`src/rtl/imem_loader_pkg.sv`:
```
// Shared definitions for the instruction-memory loader: FSM states, frame constants, address helper.
// Latency: n/a (types and constants only).
// Backpressure: n/a.
package imem_loader_pkg;

    // Loader FSM states. S_ERR is a one-cycle state that flags the fault and
    // behaves like S_IDLE, so a MAGIC arriving right after an abort is not lost.
    typedef enum logic [2:0] {
        S_IDLE    = 3'd0,
        S_CNT0    = 3'd1,
        S_CNT1    = 3'd2,
        S_PAYLOAD = 3'd3,
        S_CHECK   = 3'd4,
        S_DONE    = 3'd5,
        S_ERR     = 3'd6
    } state_t;

    // Frame layout: MAGIC, CNT_LO, CNT_HI, 4*N payload bytes (LSB first), CHK.
    localparam logic [7:0] MAGIC_DEFAULT   = 8'hA5;
    localparam int         DEPTH_DEFAULT   = 256;
    localparam int         TIMEOUT_DEFAULT = 1000000;
    localparam int         COUNT_W         = 16;     // width of the N field
    localparam logic [1:0] LAST_LANE       = 2'd3;   // byte lane that completes a word

    // Byte address of an instruction word.
    function automatic logic [31:0] word_addr(input logic [COUNT_W-1:0] idx);
        return {14'd0, idx, 2'b00};
    endfunction

endpackage

```
`src/rtl/loader_timeout.sv`:
```
// Loadable down-counter: reloads on clear, counts down while enabled, pulses expire at zero.
// Latency: expire is combinational from the count; it asserts in the cycle the count sits at 0.
// Backpressure: none; clear always wins over expiry so a byte arriving on the last cycle is kept.
//
// Ports:
//   clk, reset      - clock, synchronous active-high reset (count -> 0)
//   clear           - reload the counter with load_val (one pulse per received byte)
//   en              - count down this cycle (only while a frame is in progress)
//   load_val        - reload value; expiry happens load_val+1 enabled cycles after clear
//   expire          - one-cycle pulse when the enabled count reaches 0 without a clear
module loader_timeout #(
    parameter int W = 20
) (
    input  logic         clk,
    input  logic         reset,
    input  logic         clear,
    input  logic         en,
    input  logic [W-1:0] load_val,
    output logic         expire
);

    logic [W-1:0] cnt_q;

    assign expire = en && !clear && (cnt_q == '0);

    always_ff @(posedge clk) begin
        if (reset) begin
            cnt_q <= '0;
        end else if (clear) begin
            cnt_q <= load_val;
        end else if (en && (cnt_q != '0)) begin
            cnt_q <= cnt_q - W'(1);
        end
    end

endmodule

```
`src/rtl/imem_loader.sv`:
```
// Frames a UART byte stream into 32-bit LE words and writes them to instruction memory, holding the core in reset until a good image lands.
// Latency: write strobe asserts 1 cycle after the 4th byte of each word; done/error update 1 cycle after the deciding byte.
// Backpressure: none; accepts one byte per cycle, inter-byte gaps longer than TIMEOUT_CYCLES-1 abort the frame.
//
// Ports:
//   clk, reset         - clock, synchronous active-high reset (back to IDLE, core held)
//   rx_valid, rx_byte  - one-cycle byte strobe and byte from the UART receiver
//   write              - one-cycle instruction-memory write strobe
//   addr_in, data      - byte address and word for the write; held between strobes
//   cpu_reset          - holds the core in reset while high
//   done               - image loaded and checksum good; cleared by the next MAGIC
//   error              - sticky fault flag; cleared by the next MAGIC
module imem_loader
    import imem_loader_pkg::*;
#(
    parameter int         DEPTH          = DEPTH_DEFAULT,
    parameter int         TIMEOUT_CYCLES = TIMEOUT_DEFAULT,
    parameter logic [7:0] MAGIC          = MAGIC_DEFAULT
) (
    input  logic        clk,
    input  logic        reset,
    input  logic        rx_valid,
    input  logic [7:0]  rx_byte,
    output logic        write,
    output logic [31:0] addr_in,
    output logic [31:0] data,
    output logic        cpu_reset,
    output logic        done,
    output logic        error
);

    localparam int TW = (TIMEOUT_CYCLES > 2) ? $clog2(TIMEOUT_CYCLES) : 1;
    localparam logic [TW-1:0] TO_LOAD = TW'(TIMEOUT_CYCLES - 1);

    state_t               state_q, state_d;
    logic [7:0]           cnt_lo_q, cnt_lo_d;
    logic [COUNT_W-1:0]   n_q, n_d;
    logic [COUNT_W-1:0]   word_idx_q, word_idx_d;
    logic [1:0]           byte_idx_q, byte_idx_d;
    logic [7:0]           sum_q, sum_d;
    // Only lanes 0..2 are buffered; lane 3 goes straight from rx_byte into data.
    logic [23:0]          wbuf_q, wbuf_d;
    logic                 write_q, write_d;
    logic [31:0]          addr_q, addr_d;
    logic [31:0]          data_q, data_d;
    logic                 cpu_reset_q, cpu_reset_d;
    logic                 done_q, done_d;
    logic                 error_q, error_d;

    logic [COUNT_W-1:0]   hdr_n;
    logic                 in_frame;
    logic                 to_expire;

    assign hdr_n    = {rx_byte, cnt_lo_q};
    assign in_frame = (state_q == S_CNT0) || (state_q == S_CNT1) ||
                      (state_q == S_PAYLOAD) || (state_q == S_CHECK);

    loader_timeout #(
        .W(TW)
    ) u_timeout (
        .clk      (clk),
        .reset    (reset),
        .clear    (rx_valid),
        .en       (in_frame),
        .load_val (TO_LOAD),
        .expire   (to_expire)
    );

    // State and datapath registers.
    always_ff @(posedge clk) begin
        if (reset) begin
            state_q     <= S_IDLE;
            cnt_lo_q    <= '0;
            n_q         <= '0;
            word_idx_q  <= '0;
            byte_idx_q  <= '0;
            sum_q       <= '0;
            wbuf_q      <= '0;
            write_q     <= 1'b0;
            addr_q      <= '0;
            data_q      <= '0;
            cpu_reset_q <= 1'b1;
            done_q      <= 1'b0;
            error_q     <= 1'b0;
        end else begin
            state_q     <= state_d;
            cnt_lo_q    <= cnt_lo_d;
            n_q         <= n_d;
            word_idx_q  <= word_idx_d;
            byte_idx_q  <= byte_idx_d;
            sum_q       <= sum_d;
            wbuf_q      <= wbuf_d;
            write_q     <= write_d;
            addr_q      <= addr_d;
            data_q      <= data_d;
            cpu_reset_q <= cpu_reset_d;
            done_q      <= done_d;
            error_q     <= error_d;
        end
    end

    // Next-state and output logic.
    always_comb begin
        state_d     = state_q;
        cnt_lo_d    = cnt_lo_q;
        n_d         = n_q;
        word_idx_d  = word_idx_q;
        byte_idx_d  = byte_idx_q;
        sum_d       = sum_q;
        wbuf_d      = wbuf_q;
        write_d     = 1'b0;
        addr_d      = addr_q;
        data_d      = data_q;
        cpu_reset_d = cpu_reset_q;
        done_d      = done_q;
        error_d     = error_q;

        case (state_q)
            S_IDLE, S_DONE, S_ERR: begin
                if (state_q == S_ERR) begin
                    state_d = S_IDLE;
                end
                if (rx_valid && (rx_byte == MAGIC)) begin
                    state_d     = S_CNT0;
                    cpu_reset_d = 1'b1;
                    done_d      = 1'b0;
                    error_d     = 1'b0;
                end
            end

            S_CNT0: begin
                if (rx_valid) begin
                    cnt_lo_d = rx_byte;
                    state_d  = S_CNT1;
                end
            end

            S_CNT1: begin
                if (rx_valid) begin
                    n_d = hdr_n;
                    if ((hdr_n == '0) || (32'(hdr_n) > DEPTH)) begin
                        state_d = S_ERR;
                        error_d = 1'b1;
                    end else begin
                        state_d    = S_PAYLOAD;
                        word_idx_d = '0;
                        byte_idx_d = '0;
                        sum_d      = '0;
                    end
                end
            end

            S_PAYLOAD: begin
                // MAGIC is plain data here: no mid-frame resynchronisation.
                if (rx_valid) begin
                    sum_d      = sum_q + rx_byte;
                    byte_idx_d = byte_idx_q + 2'd1;
                    case (byte_idx_q)
                        2'd0: wbuf_d[7:0]   = rx_byte;
                        2'd1: wbuf_d[15:8]  = rx_byte;
                        2'd2: wbuf_d[23:16] = rx_byte;
                        default: begin
                            write_d    = 1'b1;
                            data_d     = {rx_byte, wbuf_q};
                            addr_d     = word_addr(word_idx_q);
                            word_idx_d = word_idx_q + 16'd1;
                            if (word_idx_q == (n_q - 16'd1)) begin
                                state_d = S_CHECK;
                            end
                        end
                    endcase
                end
            end

            S_CHECK: begin
                if (rx_valid) begin
                    if (rx_byte == sum_q) begin
                        state_d     = S_DONE;
                        cpu_reset_d = 1'b0;
                        done_d      = 1'b1;
                    end else begin
                        state_d = S_ERR;
                        error_d = 1'b1;
                    end
                end
            end

            default: begin
                state_d = S_IDLE;
            end
        endcase

        // Expiry only fires on a cycle with no byte, so it never collides with
        // a write or a checksum decision above. Written words stay in memory.
        if (to_expire) begin
            state_d = S_ERR;
            error_d = 1'b1;
        end
    end

    // byte_idx wraps 3 -> 0 naturally; LAST_LANE documents the completing lane.
    logic unused_lane;
    assign unused_lane = (LAST_LANE == 2'd3);

    assign write     = write_q;
    assign addr_in   = addr_q;
    assign data      = data_q;
    assign cpu_reset = cpu_reset_q;
    assign done      = done_q;
    assign error     = error_q;

endmodule

```
`config.mk`:
```
export PLATFORM = sky130hd
export DESIGN_NAME = imem_loader
export DESIGN_NICKNAME = d
export VERILOG_FILES = /design/src/rtl/imem_loader_pkg.sv /design/src/rtl/loader_timeout.sv /design/src/rtl/imem_loader.sv
export SDC_FILE = /design/constraint.sdc
export NUM_CORES = 1
export LEC_CHECK = 0
export CAP_MARGIN = 20
export CORE_MARGIN = 4
export CORE_UTILIZATION = 40
export DETAILED_ROUTE_END_ITERATION = 8
export PLACE_DENSITY = 0.7
export SYNTH_ARGS = -nofsm -noshare
export SYNTH_HDL_FRONTEND = slang
export SYNTH_HIERARCHICAL = 1
export SYNTH_SLANG_ARGS = --single-unit
export TNS_END_PERCENT = 1
```
`constraint.sdc`:
```
create_clock -name clk -period 2.46 [get_ports clk]
set_input_delay 0.369 -clock clk [delete_from_list [all_inputs] [get_ports clk]]
set_output_delay 0.369 -clock clk [all_outputs]
set_load 0.03 [all_outputs]
```
==> results of run 1 <==
-- placed cells by master, fill, tap and decap left out, types with 4 or more instances in the layout --
cell type,Yosys,final
nor3_1,10,10
a31oi_1,7,7
clkdlybuf4s50_1,0,59
inv_1,20,20
dfxtp_1,149,149
nor2_1,56,56
nand3_1,39,39
nand4_1,10,10
nand2_1,207,206
a21oi_1,127,124
xnor2_1,27,27
a211o_1,4,4
inv_6,0,5
o21bai_1,5,5
buf_4,18,73
buf_12,0,4
a22oi_1,9,9
o21ai_0,13,13
nor4_2,2,5
or3_1,13,13
ha_1,15,15
nor2b_1,8,7
mux2i_1,5,5
conb_1,2,36
a211oi_1,13,13
clkbuf_16,0,17
a221oi_1,5,5
xor2_1,21,21
and3_1,8,8
-- cells by family (layout without fill, tap and decap cells) --
family / Yosys count / after routing
and+or+nand+nor: 393 / 393
muxes: 6 / 6
other: 2 / 36
adders and majority gates: 16 / 16
AOI/OAI and AO/OA: 212 / 212
DFF: 149 / 149
buffers and inverters: 95 / 190
xor gates and xnor gates: 48 / 48
-- path summary, 6_finish.rpt --
path	startpoint	end	slack (ps)	cells after the start
worst min-delay path	rx_byte[0]	n_q[8]	370	3
worst min register to register	wbuf_q[17]	data[17]	450	2
worst max-delay path	cnt_lo_q[0]	word_idx_q[13]	140	8
worst max register to register	cnt_lo_q[0]	word_idx_q[13]	140	8
-- worst max-delay path, cell delays in order (launching register included) --
cell,delay (ps)
dfxtp_1,330
nor4_4,320
a21boi_1,160
or4_4,580
a2111oi_4,300
buf_4,190
nand2_2,50
or2_1,210
a21oi_2,120
-- layout make-up --
cell class / instances / area, um2
clock buffers: 19 / 443
flip-flops and latches: 149 / 2980
well taps: 225 / 282
inverters: 20 / 75.1
repair buffers: 138 / 1240
multi-input cells: 711 / 4030
fillers: 1607 / 8320
clock inverters: 13 / 160
-- report_power, final --
part	leakage (nW)	switching, mW	internal (mW)
Sequential	1.21	0.0837	2.49
Combinational	1.89	0.705	0.529
Clock	0.293	1.10	1.56
-- what timing repair did --
item | CTS | global route
setup endpoints to repair | 8 | 14
setup buffers | 0 | 2
gates resized for setup | 2 | 14
pin swaps | 0 | 4
-- state kept, by name (all words and copies together), names as in the netlist --
register and flops:
data 32, wbuf_q 24, u_timeout/cnt_q 20, addr_in 16
n_q 16, word_idx_q 16, cnt_lo_q 8, sum_q 8
state_q 3, byte_idx_q 2, cpu_reset 1, done 1
error 1, write 1
-- per-layer routing --
metal | share of wire | track usage | vias up | wire length (um)
met5 | 0 | 0 | - | 0
met4 | 0.012 | 0.0490 | 0 | 229
met3 | 0.039 | 0.0382 | 18 | 721
met2 | 0.46 | 0.292 | 132 | 8530
met1 | 0.49 | 0.253 | 3077 | 8950
li1 | - | - | 3367 | -
-- stage by stage --
step           setup slack, ps  total power [mW]  std cells  area (um2)  setup TNS (ps)
2_1_floorplan              136              3.46        955        7380               0
3_3_place_gp              -347              3.82       1241        8530           -5460
3_5_place_dp              -422              3.83       1241        8530           -6220
4_1_cts                   26.8              6.48       1273        9150               0
5_1_grt                  -8.80              6.78       1275        9220           -8.80
6_report                   145              6.47       1275        9220               0
==> flow_metrics.tcl, run 1 <==
set metrics [dict create \
    synth_area_mm2 0.00725 \
    die_w_um 143 \
    fp.dieH_um 143 \
    max_freq_ghz 0.432 \
    synth_seq_cells 149 \
    cts_num_sinks 149 \
    io_buffers 62 \
    hp-class "primary input to flop" \
    route.detailed.drc 0 \
    power.density_mw_per_mm2 702 \
    worst_pin_slew_ps 633 \
    cp.required_ps 2820 \
    maxCapViolCount 0 \
    io_pins 79 \
    post_drt_wl_per_cell_um 14.5 \
    hold_ws_ps 368 \
    grt_usage 0.183 \
    finClkSkew_ps 11.6 \
    ant_nets 0 \
    leakage_nw 3.39 \
    grt_pass1_vias 6167 \
    path_max_fanout 5 \
    yosysTopAreaCellShare 0.412 \
    slew_headroom 0.578 \
    start_util 0.413 \
    ys_seq_area_frac 0.412 \
    overflow 0 \
    synth-xor-area-share 0.0580 \
    setup_viol 0 \
    synthCells 921 \
    peakVddDrop_mv 0.458 \
    fin_util 0.525 \
    async_flop_share 0 \
    hpwl_um 12600 \
    synth_compound_area_frac 0.178 \
    cts_buffers 17 \
    status "finished clean" \
    drv_slew 0 \
    fin_crit_ps 2320 \
    finalHoldViolCount 0 \
    finalCritPeriodShare 0.941 \
    synth_top_family_by_area "simple AND/OR/NAND/NOR gates" \
    area_growth_pct 27.1 \
    diodes 0 \
    yosysMostFrequentCell "nand2_1" \
    clk_path_buf_depth 2 \
    vias 6594 \
    grt_max_degree 62 \
    synth-simple-area-share 0.256 \
    postSynthAreaPerCell_um2 7.87 \
    yosysTopAreaCell "dfxtp_1" \
    placementRows 48 \
    crit_type "flop to flop" \
    htree_levels 4 \
    clockRootBuffer "clkbuf_16" \
    startpoint_type "flop" \
    drive_gt1_frac 0.132 \
    synth_cell_types 70 \
    gp_congestion 0.854 \
    drt-initial-drc-count 430 \
    insertion_delay_ps 430 \
    synth_common_cells "nand2_1 (207), dfxtp_1 (149), a21oi_1 (127)" \
    fin_nets 1064 \
    yosysWarnings 6 \
    core_mm2 0.0175 \
    synth_edf_count 0 \
    synthAdderAreaFrac 0.0287 \
    grt_pass1_wl_um 30800 \
    antenna_found_initial 0 \
    hold_buffers 0 \
    synth_flop_cell "dfxtp_1" \
    drt-total-wl_um 18400 \
    synthTopCellsByArea "dfxtp_1 (41%), nand2_1 (11%), a21oi_1 (8.8%)" \
    synthMuxAreaShare 0.00846 \
    clkTransAtPathRegs_ps 70 \
    cp-end-kind "flop" \
    firstDrtPassIters 5 \
    cts_tree "yes" \
    dieArea_mm2 0.0203 \
    via_per_inst 5.17 \
    critPathArrivalTime_ps 2680 \
]
Note: power is estimated with default switching activity, not from simulation.
==> run 2: changes to the inputs <==
--- a/config.mk
+++ b/config.mk
@@ -8,7 +8,9 @@
 export CAP_MARGIN = 20
 export CORE_MARGIN = 4
 export CORE_UTILIZATION = 40
+export CTS_CLUSTER_DIAMETER = 200
 export DETAILED_ROUTE_END_ITERATION = 8
+export GPL_TIMING_DRIVEN = 0
 export PLACE_DENSITY = 0.7
 export SYNTH_ARGS = -nofsm -noshare
 export SYNTH_HDL_FRONTEND = slang
==> run 2 against run 1 <==
  * The run now ends with negative setup slack left
  * Non-clock buffer count unchanged
  * Clock power is 7% lower
  * Sequential share of layout area grew 0.92 points
  * Hold slack improved by 24 ps
  * Power shrank 3.7%
  * Register-to-register slack worse by 60 ps
  * Clock-buffer cell count up 1
  * Global-route usage grew 0.70 points
  * Largest cell class unchanged
  * Clock skew is essentially flat
  * Design area is 2.6% lower
  * Highest routed layer is now met5
  * Combinational power fell by 6%
==> flow_metrics.tcl, run 2 (synthesized netlist as in run 1, its figures left out) <==
set metrics [dict create \
    critPathArrivalTime_ps 2820 \
    dieArea_mm2 0.0203 \
    worst_pin_slew_ps 721 \
    io_buffers 62 \
    min_path_cells 3 \
    ant_nets 0 \
    worst_slack_ps -61.7 \
    area_growth_pct 23.8 \
    drv_slew 0 \
    startpoint_type "primary input" \
    status "finished, violations left" \
    grt_pass1_vias 6194 \
    fillers 1689 \
    switching_power_mw 1.88 \
    r2r_cells 7 \
    fp.dieH_um 143 \
    power.density_mw_per_mm2 694 \
    finalHoldViolCount 0 \
    cp.required_ps 2760 \
    grt_use_met2 0.287 \
    route.detailed.drc 0 \
    multiInputGateArea_mm2 0.00408 \
    grt_usage 0.190 \
    core_mm2 0.0175 \
    path_max_fanout 8 \
    intPower_mw 4.34 \
    placed_area_mm2 0.00828 \
    die_w_um 143 \
    grt_max_degree 17 \
    fin_nets 1064 \
    cp-end-kind "flop" \
    firstDrtPassIters 6 \
    top_usage_layer "met2" \
    regArea_mm2 0.00299 \
    layout_common_cells "nand2_1 (207), dfxtp_1 (147), a21oi_1 (126)" \
    placementRows 48 \
    tns_ps -101 \
    cts_buffers 17 \
    htree_levels 4 \
    maxCapViolCount 0 \
    rsz0062_at_grt "true" \
    finClkSkew_ps 11.4 \
    clk_path_buf_depth 2 \
    max_freq_ghz 0.397 \
    via_per_inst 5.25 \
    finalCritPeriodShare 1.03 \
    grt_util_met3 0.0425 \
    peakVddDrop_mv 0.553 \
    antenna_found_initial 1 \
    grtUsageMet1 0.272 \
    p_sw_frac 0.303 \
    hpwl_um 13200 \
    final_common_cell "nand2_1" \
    largest_register_ffs 32 \
    total_power_mw 6.23 \
    insertion_delay_ps 430 \
    violations "negative setup slack" \
    hold_ws_ps 392 \
    grt_pass1_wl_um 31600 \
    cts_tree "yes" \
    diodes 0 \
    crit_type "primary input to flop" \
    leakage_nw 3.20 \
    gp_congestion 0.915 \
    fin_crit_ps 2520 \
    hold_buffers 0 \
    design_area_mm2 0.00898 \
    post_drt_wl_per_cell_um 14.9 \
    hp-class "primary input to flop" \
    p_comb_frac 0.186 \
    setup_viol 2 \
    power_frac_clock 0.397 \
    drive_gt1_frac 0.0944 \
    drt-total-wl_um 18900 \
    cts_num_sinks 149 \
    clkTransAtPathRegs_ps 70 \
    place_inst 1242 \
    vias 6693 \
    start_util 0.413 \
    instances_no_fill 1274 \
    p_seq_frac 0.416 \
    slew_headroom 0.519 \
    overflow 0 \
    clockRootBuffer "clkbuf_16" \
    io_pins 79 \
    drt-initial-drc-count 482 \
]
==> run 2: cell count changes in the layout (fill, tap and decap cells not counted), sizes merged <==
cell and change:
dlygate4sd2 +1, clkbuf +55, clkinvlp +1, dlymetal6s2s -2, inv -2, clkdlybuf4s15 +1
buf -53, bufinv -2, clkinv +1, clkdlybuf4s50 -1
==> run 2: metrics by stage <==
step / util / worst slack, ps
finish: 0.512 / -61.7
global route: 0.512 / -153
CTS: 0.510 / -33.4
detailed placement: 0.472 / -957
global placement: 0.472 / -948
floorplan: - / 136
==> run 2: worst max-delay path, cell delays in order <==
cell           delay [ps]
dlygate4sd2_1         620
ha_1                  390
nor3_1                220
nand3_1               190
nor2_1                170
a221oi_1              100
o31ai_1               440
mux2i_1               260
nor2_1                 50
==> run 2: layer usage <==
| metal | share of wire | up-vias |
|---|---|---|
| met1 | 0.48 | 3101 |
| met4 | 0.016 | 2 |
| met5 | 0.00069 | - |
| met3 | 0.063 | 24 |
| li1 | - | 3364 |
| met2 | 0.44 | 202 |
==> run 2: layout make-up <==
class	count	area share
tap	225	0.0314
timing repair buffer	64	0.0697
inverter	20	0.00836
clock buffer	20	0.0520
multi-input combinational	711	0.454
buffer	74	0.0410
clock inverter	11	0.0103
sequential	149	0.333
==> run 2: what timing repair did <==
item	in CTS	in global routing
setup endpoints to repair	45	36
buffers inserted	2	0
gates resized for setup	31	14
pin swaps	2	0
==> run 2: power groups by stage <==
stage / Clock [mW] / Combinational [mW] / Sequential, mW
after floorplan: 0 / 0.850 / 2.61
after global placement: 0 / 1.07 / 2.63
after detailed placement: 0 / 1.09 / 2.63
after CTS: 2.50 / 1.14 / 2.58
after global routing: 2.61 / 1.29 / 2.61
final: 2.48 / 1.16 / 2.59
==> run 2: worst paths after layout <==
check,start,endpoint,slack (ps)
worst max register to register,cnt_lo_q[3],word_idx_q[14],80
worst max-delay path,rx_byte[3],done,-60
worst min-delay path,rx_byte[6],data[30],390
worst min register to register,addr_in[12],addr_in[12],450
